===== src/rtl/mem_arbiter_if.sv =====
// Bus bundle for mem_arbiter: the fetch port, the data port and the memory side.
// The master modport is the environment, which holds the requesters and the memory.
// The slave modport is the arbiter.
interface mem_arbiter_if #(
    parameter int ADDR_BITS = 16,
    parameter int DATA_BITS = 16
);
    logic                 if_req;
    logic [ADDR_BITS-1:0] if_addr;
    logic [DATA_BITS-1:0] if_rdata;
    logic                 if_ack;
    logic [1:0]           mem_op;
    logic [ADDR_BITS-1:0] d_addr;
    logic [DATA_BITS-1:0] d_wdata;
    logic [DATA_BITS-1:0] d_rdata;
    logic                 d_ack;
    logic                 m_req;
    logic                 m_we;
    logic [ADDR_BITS-1:0] m_addr;
    logic [DATA_BITS-1:0] m_wdata;
    logic [DATA_BITS-1:0] m_rdata;
    logic                 m_ready;
    logic                 stall;

    modport master (
        output if_req, if_addr, mem_op, d_addr, d_wdata, m_rdata, m_ready,
        input  if_rdata, if_ack, d_rdata, d_ack, m_req, m_we, m_addr, m_wdata, stall
    );

    modport slave (
        input  if_req, if_addr, mem_op, d_addr, d_wdata, m_rdata, m_ready,
        output if_rdata, if_ack, d_rdata, d_ack, m_req, m_we, m_addr, m_wdata, stall
    );
endinterface


===== src/rtl/mem_arbiter.sv =====
// mem_arbiter: shares one memory port between instruction fetch and data access.
// Optional feature: define MEM_ARB_STALL_CNT_EN to add a saturating 16-bit stall_cnt output.
//
//  state | meaning
//  IDLE  | no access in flight; pick a requester and latch its request
//  BUSY  | m_req held with the latched request until m_ready
//  DONE  | one-cycle ack to the granted port; requests are ignored
module mem_arbiter #(
    parameter int ADDR_BITS = 16,
    parameter int DATA_BITS = 16
) (
    input  logic clk,
    input  logic reset,
    mem_arbiter_if.slave bus
`ifdef MEM_ARB_STALL_CNT_EN
    ,
    output logic [15:0] stall_cnt
`endif
);
    typedef enum logic [1:0] {ST_IDLE, ST_BUSY, ST_DONE} state_t;

    localparam logic GNT_IF = 1'b0;
    localparam logic GNT_D  = 1'b1;

    state_t               state_q, state_d;
    logic                 grant_q, grant_d;
    logic                 last_grant_q, last_grant_d;
    logic                 last_vld_q, last_vld_d;
    logic                 we_q, we_d;
    logic [ADDR_BITS-1:0] addr_q, addr_d;
    logic [DATA_BITS-1:0] wdata_q, wdata_d;
    logic [DATA_BITS-1:0] if_rdata_q, if_rdata_d;
    logic [DATA_BITS-1:0] d_rdata_q, d_rdata_d;

    logic d_rd, d_wr, d_pend, sel, if_ack_w, d_ack_w, stall_w;

    // mem_op 11 is deliberately not a request
    assign d_rd   = (bus.mem_op == 2'b01);
    assign d_wr   = (bus.mem_op == 2'b10);
    assign d_pend = d_rd | d_wr;

    // Next-state and datapath capture for the arbitration FSM
    always_comb begin
        state_d      = state_q;
        grant_d      = grant_q;
        last_grant_d = last_grant_q;
        last_vld_d   = last_vld_q;
        we_d         = we_q;
        addr_d       = addr_q;
        wdata_d      = wdata_q;
        if_rdata_d   = if_rdata_q;
        d_rdata_d    = d_rdata_q;
        sel          = GNT_IF;
        case (state_q)
            ST_IDLE: begin
                if (bus.if_req || d_pend) begin
                    // Data wins when alone, when nothing has been granted yet, or when fetch won last
                    if (d_pend && (!bus.if_req || !last_vld_q || last_grant_q == GNT_IF))
                        sel = GNT_D;
                    grant_d      = sel;
                    last_grant_d = sel;
                    last_vld_d   = 1'b1;
                    if (sel == GNT_D) begin
                        addr_d = bus.d_addr;
                        we_d   = d_wr;
                        if (d_wr)
                            wdata_d = bus.d_wdata;
                    end else begin
                        addr_d = bus.if_addr;
                        we_d   = 1'b0;
                    end
                    state_d = ST_BUSY;
                end
            end
            ST_BUSY: begin
                if (bus.m_ready) begin
                    // A store leaves d_rdata holding the previous load result
                    if (grant_q == GNT_IF)
                        if_rdata_d = bus.m_rdata;
                    else if (!we_q)
                        d_rdata_d = bus.m_rdata;
                    state_d = ST_DONE;
                end
            end
            ST_DONE: state_d = ST_IDLE;
            default: state_d = ST_IDLE;
        endcase
    end

    // State and datapath registers
    always_ff @(posedge clk) begin
        if (reset) begin
            state_q      <= ST_IDLE;
            grant_q      <= GNT_IF;
            last_grant_q <= GNT_IF;
            last_vld_q   <= 1'b0;
            we_q         <= 1'b0;
            addr_q       <= '0;
            wdata_q      <= '0;
            if_rdata_q   <= '0;
            d_rdata_q    <= '0;
        end else begin
            state_q      <= state_d;
            grant_q      <= grant_d;
            last_grant_q <= last_grant_d;
            last_vld_q   <= last_vld_d;
            we_q         <= we_d;
            addr_q       <= addr_d;
            wdata_q      <= wdata_d;
            if_rdata_q   <= if_rdata_d;
            d_rdata_q    <= d_rdata_d;
        end
    end

    assign if_ack_w = (state_q == ST_DONE) && (grant_q == GNT_IF);
    assign d_ack_w  = (state_q == ST_DONE) && (grant_q == GNT_D);
    assign stall_w  = (bus.if_req & ~if_ack_w) | (d_pend & ~d_ack_w);

    assign bus.m_req    = (state_q == ST_BUSY);
    assign bus.m_we     = (state_q == ST_BUSY) & we_q;
    assign bus.m_addr   = addr_q;
    assign bus.m_wdata  = wdata_q;
    assign bus.if_ack   = if_ack_w;
    assign bus.d_ack    = d_ack_w;
    assign bus.if_rdata = if_rdata_q;
    assign bus.d_rdata  = d_rdata_q;
    assign bus.stall    = stall_w;

`ifdef MEM_ARB_STALL_CNT_EN
    logic [15:0] stall_cnt_q, stall_cnt_d;

    // Saturating count of stalled cycles
    always_comb begin
        stall_cnt_d = stall_cnt_q;
        if (stall_w && stall_cnt_q != 16'hFFFF)
            stall_cnt_d = stall_cnt_q + 16'd1;
    end

    // Stall counter register
    always_ff @(posedge clk) begin
        if (reset)
            stall_cnt_q <= '0;
        else
            stall_cnt_q <= stall_cnt_d;
    end

    assign stall_cnt = stall_cnt_q;
`endif
endmodule


===== src/flat_wrapper.sv =====
// flat-port wrapper written by rule: the top's interface ports become plain ports
module mem_arbiter_flat 
#(
    parameter int ADDR_BITS = 16,
    parameter int DATA_BITS = 16
)
  (clk, reset, bus_if_req, bus_if_addr, bus_mem_op, bus_d_addr, bus_d_wdata, bus_m_rdata, bus_m_ready, bus_if_rdata, bus_if_ack, bus_d_rdata, bus_d_ack, bus_m_req, bus_m_we, bus_m_addr, bus_m_wdata, bus_stall);
  mem_arbiter_if #(.ADDR_BITS(ADDR_BITS), .DATA_BITS(DATA_BITS)) bus_i ();
  input  logic clk;
  input  logic reset;
  input wire logic [$bits(bus_i.if_req)-1:0] bus_if_req;
  input wire logic [$bits(bus_i.if_addr)-1:0] bus_if_addr;
  input wire logic [$bits(bus_i.mem_op)-1:0] bus_mem_op;
  input wire logic [$bits(bus_i.d_addr)-1:0] bus_d_addr;
  input wire logic [$bits(bus_i.d_wdata)-1:0] bus_d_wdata;
  input wire logic [$bits(bus_i.m_rdata)-1:0] bus_m_rdata;
  input wire logic [$bits(bus_i.m_ready)-1:0] bus_m_ready;
  output wire logic [$bits(bus_i.if_rdata)-1:0] bus_if_rdata;
  output wire logic [$bits(bus_i.if_ack)-1:0] bus_if_ack;
  output wire logic [$bits(bus_i.d_rdata)-1:0] bus_d_rdata;
  output wire logic [$bits(bus_i.d_ack)-1:0] bus_d_ack;
  output wire logic [$bits(bus_i.m_req)-1:0] bus_m_req;
  output wire logic [$bits(bus_i.m_we)-1:0] bus_m_we;
  output wire logic [$bits(bus_i.m_addr)-1:0] bus_m_addr;
  output wire logic [$bits(bus_i.m_wdata)-1:0] bus_m_wdata;
  output wire logic [$bits(bus_i.stall)-1:0] bus_stall;
  assign bus_i.if_req = bus_if_req;
  assign bus_i.if_addr = bus_if_addr;
  assign bus_i.mem_op = bus_mem_op;
  assign bus_i.d_addr = bus_d_addr;
  assign bus_i.d_wdata = bus_d_wdata;
  assign bus_i.m_rdata = bus_m_rdata;
  assign bus_i.m_ready = bus_m_ready;
  assign bus_if_rdata = bus_i.if_rdata;
  assign bus_if_ack = bus_i.if_ack;
  assign bus_d_rdata = bus_i.d_rdata;
  assign bus_d_ack = bus_i.d_ack;
  assign bus_m_req = bus_i.m_req;
  assign bus_m_we = bus_i.m_we;
  assign bus_m_addr = bus_i.m_addr;
  assign bus_m_wdata = bus_i.m_wdata;
  assign bus_stall = bus_i.stall;
  mem_arbiter #(.ADDR_BITS(ADDR_BITS), .DATA_BITS(DATA_BITS)) u_core (.clk(clk), .reset(reset), .bus(bus_i));
endmodule

===== config.mk =====
export PLATFORM = sky130hd
export DESIGN_NAME = mem_arbiter_flat
export DESIGN_NICKNAME = d
export VERILOG_FILES = /design/src/rtl/mem_arbiter_if.sv /design/src/rtl/mem_arbiter.sv /design/src/flat_wrapper.sv
export SDC_FILE = /design/constraint.sdc
export NUM_CORES = 1
export LEC_CHECK = 0
export CAP_MARGIN = 20
export CORE_MARGIN = 3
export CORE_UTILIZATION = 41
export DETAILED_ROUTE_END_ITERATION = 10
export PLACE_DENSITY_LB_ADDON = 0.1
export SLEW_MARGIN = 20
export SYNTH_ARGS = -nofsm -noshare
export SYNTH_HDL_FRONTEND = slang
export SYNTH_SLANG_ARGS = --single-unit

===== constraint.sdc =====
create_clock -name clk -period 1.8 [get_ports clk]
set_input_delay 0.36 -clock clk [delete_from_list [all_inputs] [get_ports clk]]
set_output_delay 0.36 -clock clk [all_outputs]
set_load 0.02 [all_outputs]

==> key figures <==
Status
  • Outcome: finished, final reports clean

Route
  • Vias per std cell: 5.30
  • DRT Pass-1 Iters: 5
  • WL per Instance: 15.5 µm
  • WL final: 9180 µm
  • ANT nets after route: 0
  • Drt first-iter violations: 100
  • Via count: 3,140
  • DRC: 0

Synth
  • Post-synth EDFFs: 0
  • Synth Register Bits: 69
  • Most numerous cell in the Yosys netlist: dfxtp_1
  • Cell count after synthesis: 349
  • Largest cells by area after synthesis: dfxtp_1, a21oi_1, nand2_1
  • Yosys top cell by area: dfxtp_1
  • Avg Inst Size Synth: 8.71 µm²
  • Mapped Area: 3040 µm²
  • Top cells by count, synth: dfxtp_1, a21oi_1, nand2_1, buf_2, nand4_1
  • Syn_nets: 421
  • Top-area cell type share of the netlist area: 0.455
  • Synth Warn #: 0
  • Netlist cell types: 36
  • Top FF cell, synth: dfxtp_1
  • Asr flop ratio synth: 0
  • Sequential element share of the synthesized area: 0.455

CTS
  • CTS root buf: clkbuf_8
  • CTS H-tree depth: 3
  • Inserted Clock Buffers: 9
  • CTS tree: done
  • Clock transition at the registers of the reported paths: 0.08 ns
  • Clock buffer depth: 2
  • Sink Count: 69
  • Worst skew pair latency: 0.34 ns

Place
  • Input/output buffers: 138
  • GP Congestion: 0.802
  • Final HPWL DP: 6360 µm
  • Pre-CTS WS: -0.508 ns
  • Post-DP Area: 4640 µm²

Pwr
  • Gate power share: 0.285
  • VDD IR-drop max: 0.000446 V
  • Sw Share: 0.310
  • PwrDens: 806 nW/µm²
  • Reg power frac: 0.427
  • Power share of the clock group: 0.288
  • Leakage Power: 1.74 nW
  • Pwr Total: 3.94 mW
  • Sw Pwr: 1.22 mW
  • Internal power: 2.71 mW

Layout
  • Ant diodes: 0
  • Nets: 564
  • Design Area, Final: 4880 µm²
  • Share of cells above drive strength 1: 0.151
  • Syn-to-layout area delta: 60.7%

Critical path
  • CP Launch Type: flip-flop
  • Required time of the critical path: 1.44 ns
  • Crit path max fanout: 5
  • Kind of critical path: flip-flop to output port
  • Data arrival, critical path: 1.36 ns
  • CP Capture Type: output port

STA
  • Tmin final: 1.72 ns
  • Fin. Hold Viols: 0
  • Clk_skew: 0.00786 ns
  • Slew HR: 0.580
  • Pins Over Slew Limit: 0
  • Maximum clock frequency: 0.583 GHz
  • Slew at the pin closest to its max-slew limit: 0.630 ns
  • Final Cycle Share: 0.953
  • Final Setup Violations: 0
  • Hold Worst Slack: 0.455 ns
  • Worst Slack Setup Final: 0.0843 ns
  • RSZ-0062 raised after global routing: false

Global route
  • First-pass GRT wire length: 14,800 µm
  • GRT overflow: 0
  • Initial antenna violation count: 0
  • GR Util All Layers: 0.216
  • Pin count of the biggest net entering global routing: 70
  • Vias in the first global route: 3,136

Floorplanning
  • Die W: 92.1 µm
  • DIE HEIGHT: 92.1 µm
  • Die ar.: 8480 µm²
  • Cell Rows: 30
  • Starting Density: 0.435
  • Boundary pin count: 139
  • Core area: 6980 µm²

Worst hold path
  • Path category of the worst min-delay check: flip-flop to flip-flop

Job
  • Max Cap Viol: 0
## power by group through the flow
stage	clock network, mW	registers, mW	logic [mW]
floorplan	0	1.81	0.465
global placement	0	1.71	1.07
detailed placement	0	1.71	1.09
CTS	1.16	1.68	1.14
global route	1.24	1.69	1.21
finish	1.13	1.68	1.12
## cell families after synthesis
family | Yosys count | share of synthesized area
adder cells (fa/ha/maj) | 2 | 0.00823
flip-flops | 69 | 0.455
AO/OA/AOI/OAI | 121 | 0.273
buffers and inverters | 40 | 0.0716
AND/OR/NAND/NOR | 117 | 0.193
## routing by layer
metal | vias to the layer above | global-route usage | routed length, µm
met5 | - | 0 | 0
met4 | 0 | 0.0916 | 163
met3 | 17 | 0.0558 | 643
met2 | 120 | 0.372 | 4560
met1 | 1462 | 0.253 | 3810
li1 | 1541 | - | -
## path summary, 6_finish.rpt
check / depth (start not counted) / slack, ns / from / endpoint
worst max-delay path: 3 / 0.08 / u_core.state_q[0] / bus_m_req
worst min-delay path: 2 / 0.45 / u_core.bus.if_rdata[12] / u_core.bus.if_rdata[12]
worst max register to register: 5 / 0.26 / u_core.state_q[1] / u_core.bus.m_wdata[4]
worst min register to register: 2 / 0.45 / u_core.bus.if_rdata[12] / u_core.bus.if_rdata[12]
## critical path, cell delays in order (launching register included)
cell and delay [ns]:
dfxtp_1 0.39, nor2b_1 0.18, buf_4 0.14, clkdlybuf4s15_1 0.30
## stage by stage
step	utilization	TNS, ns	instances
after floorplan	-	0	349
after global placement	0.665	-11.96	574
after detailed placement	0.665	-12.34	574
after CTS	0.702	-0.169	593
after global routing	0.700	0	593
final	0.700	0	593
## sequential cells by signal, indices dropped and copies added, names as in the netlist
register	flops
u_core.bus.d_rdata	16
u_core.bus.if_rdata	16
u_core.bus.m_addr	16
u_core.bus.m_wdata	16
u_core.state_q	2
u_core.grant_q	1
u_core.last_vld_q	1
u_core.we_q	1
## final cells by class
class / count / area [µm²]
inverters: 3 / 11.3
fillers: 571 / 2100
clock buffers: 11 / 141
multi-input cells: 240 / 1460
repair buffers: 169 / 1730
flip-flops and latches: 69 / 1380
clock inverters: 5 / 36.3
well taps: 96 / 120
## timing repair
action / in CTS / in global routing
gates cloned: 2 / 0
setup buffers: 1 / 1
endpoints found under the setup margin: 21 / 21
hold buffers: 0 / 0
pin swaps: 1 / 2
resized for setup: 12 / 13
## placed cells by master, fill, tap and decap left out, types with 3 or more instances in the layout
master / instances
clkdlybuf4s50_1: 130
dfxtp_1: 69
a21oi_1: 68
nand2_1: 66
buf_4: 18
nand4_1: 17
nand3_1: 16
o21ai_1: 12
a311oi_2: 10
clkbuf_8: 10
o31ai_2: 8
o31ai_1: 8
buf_12: 8
a311oi_1: 6
o21ai_0: 6
buf_6: 4
and3b_1: 3
nand2b_1: 3
clkinvlp_4: 3
Power figures use the tool's default switching activity.
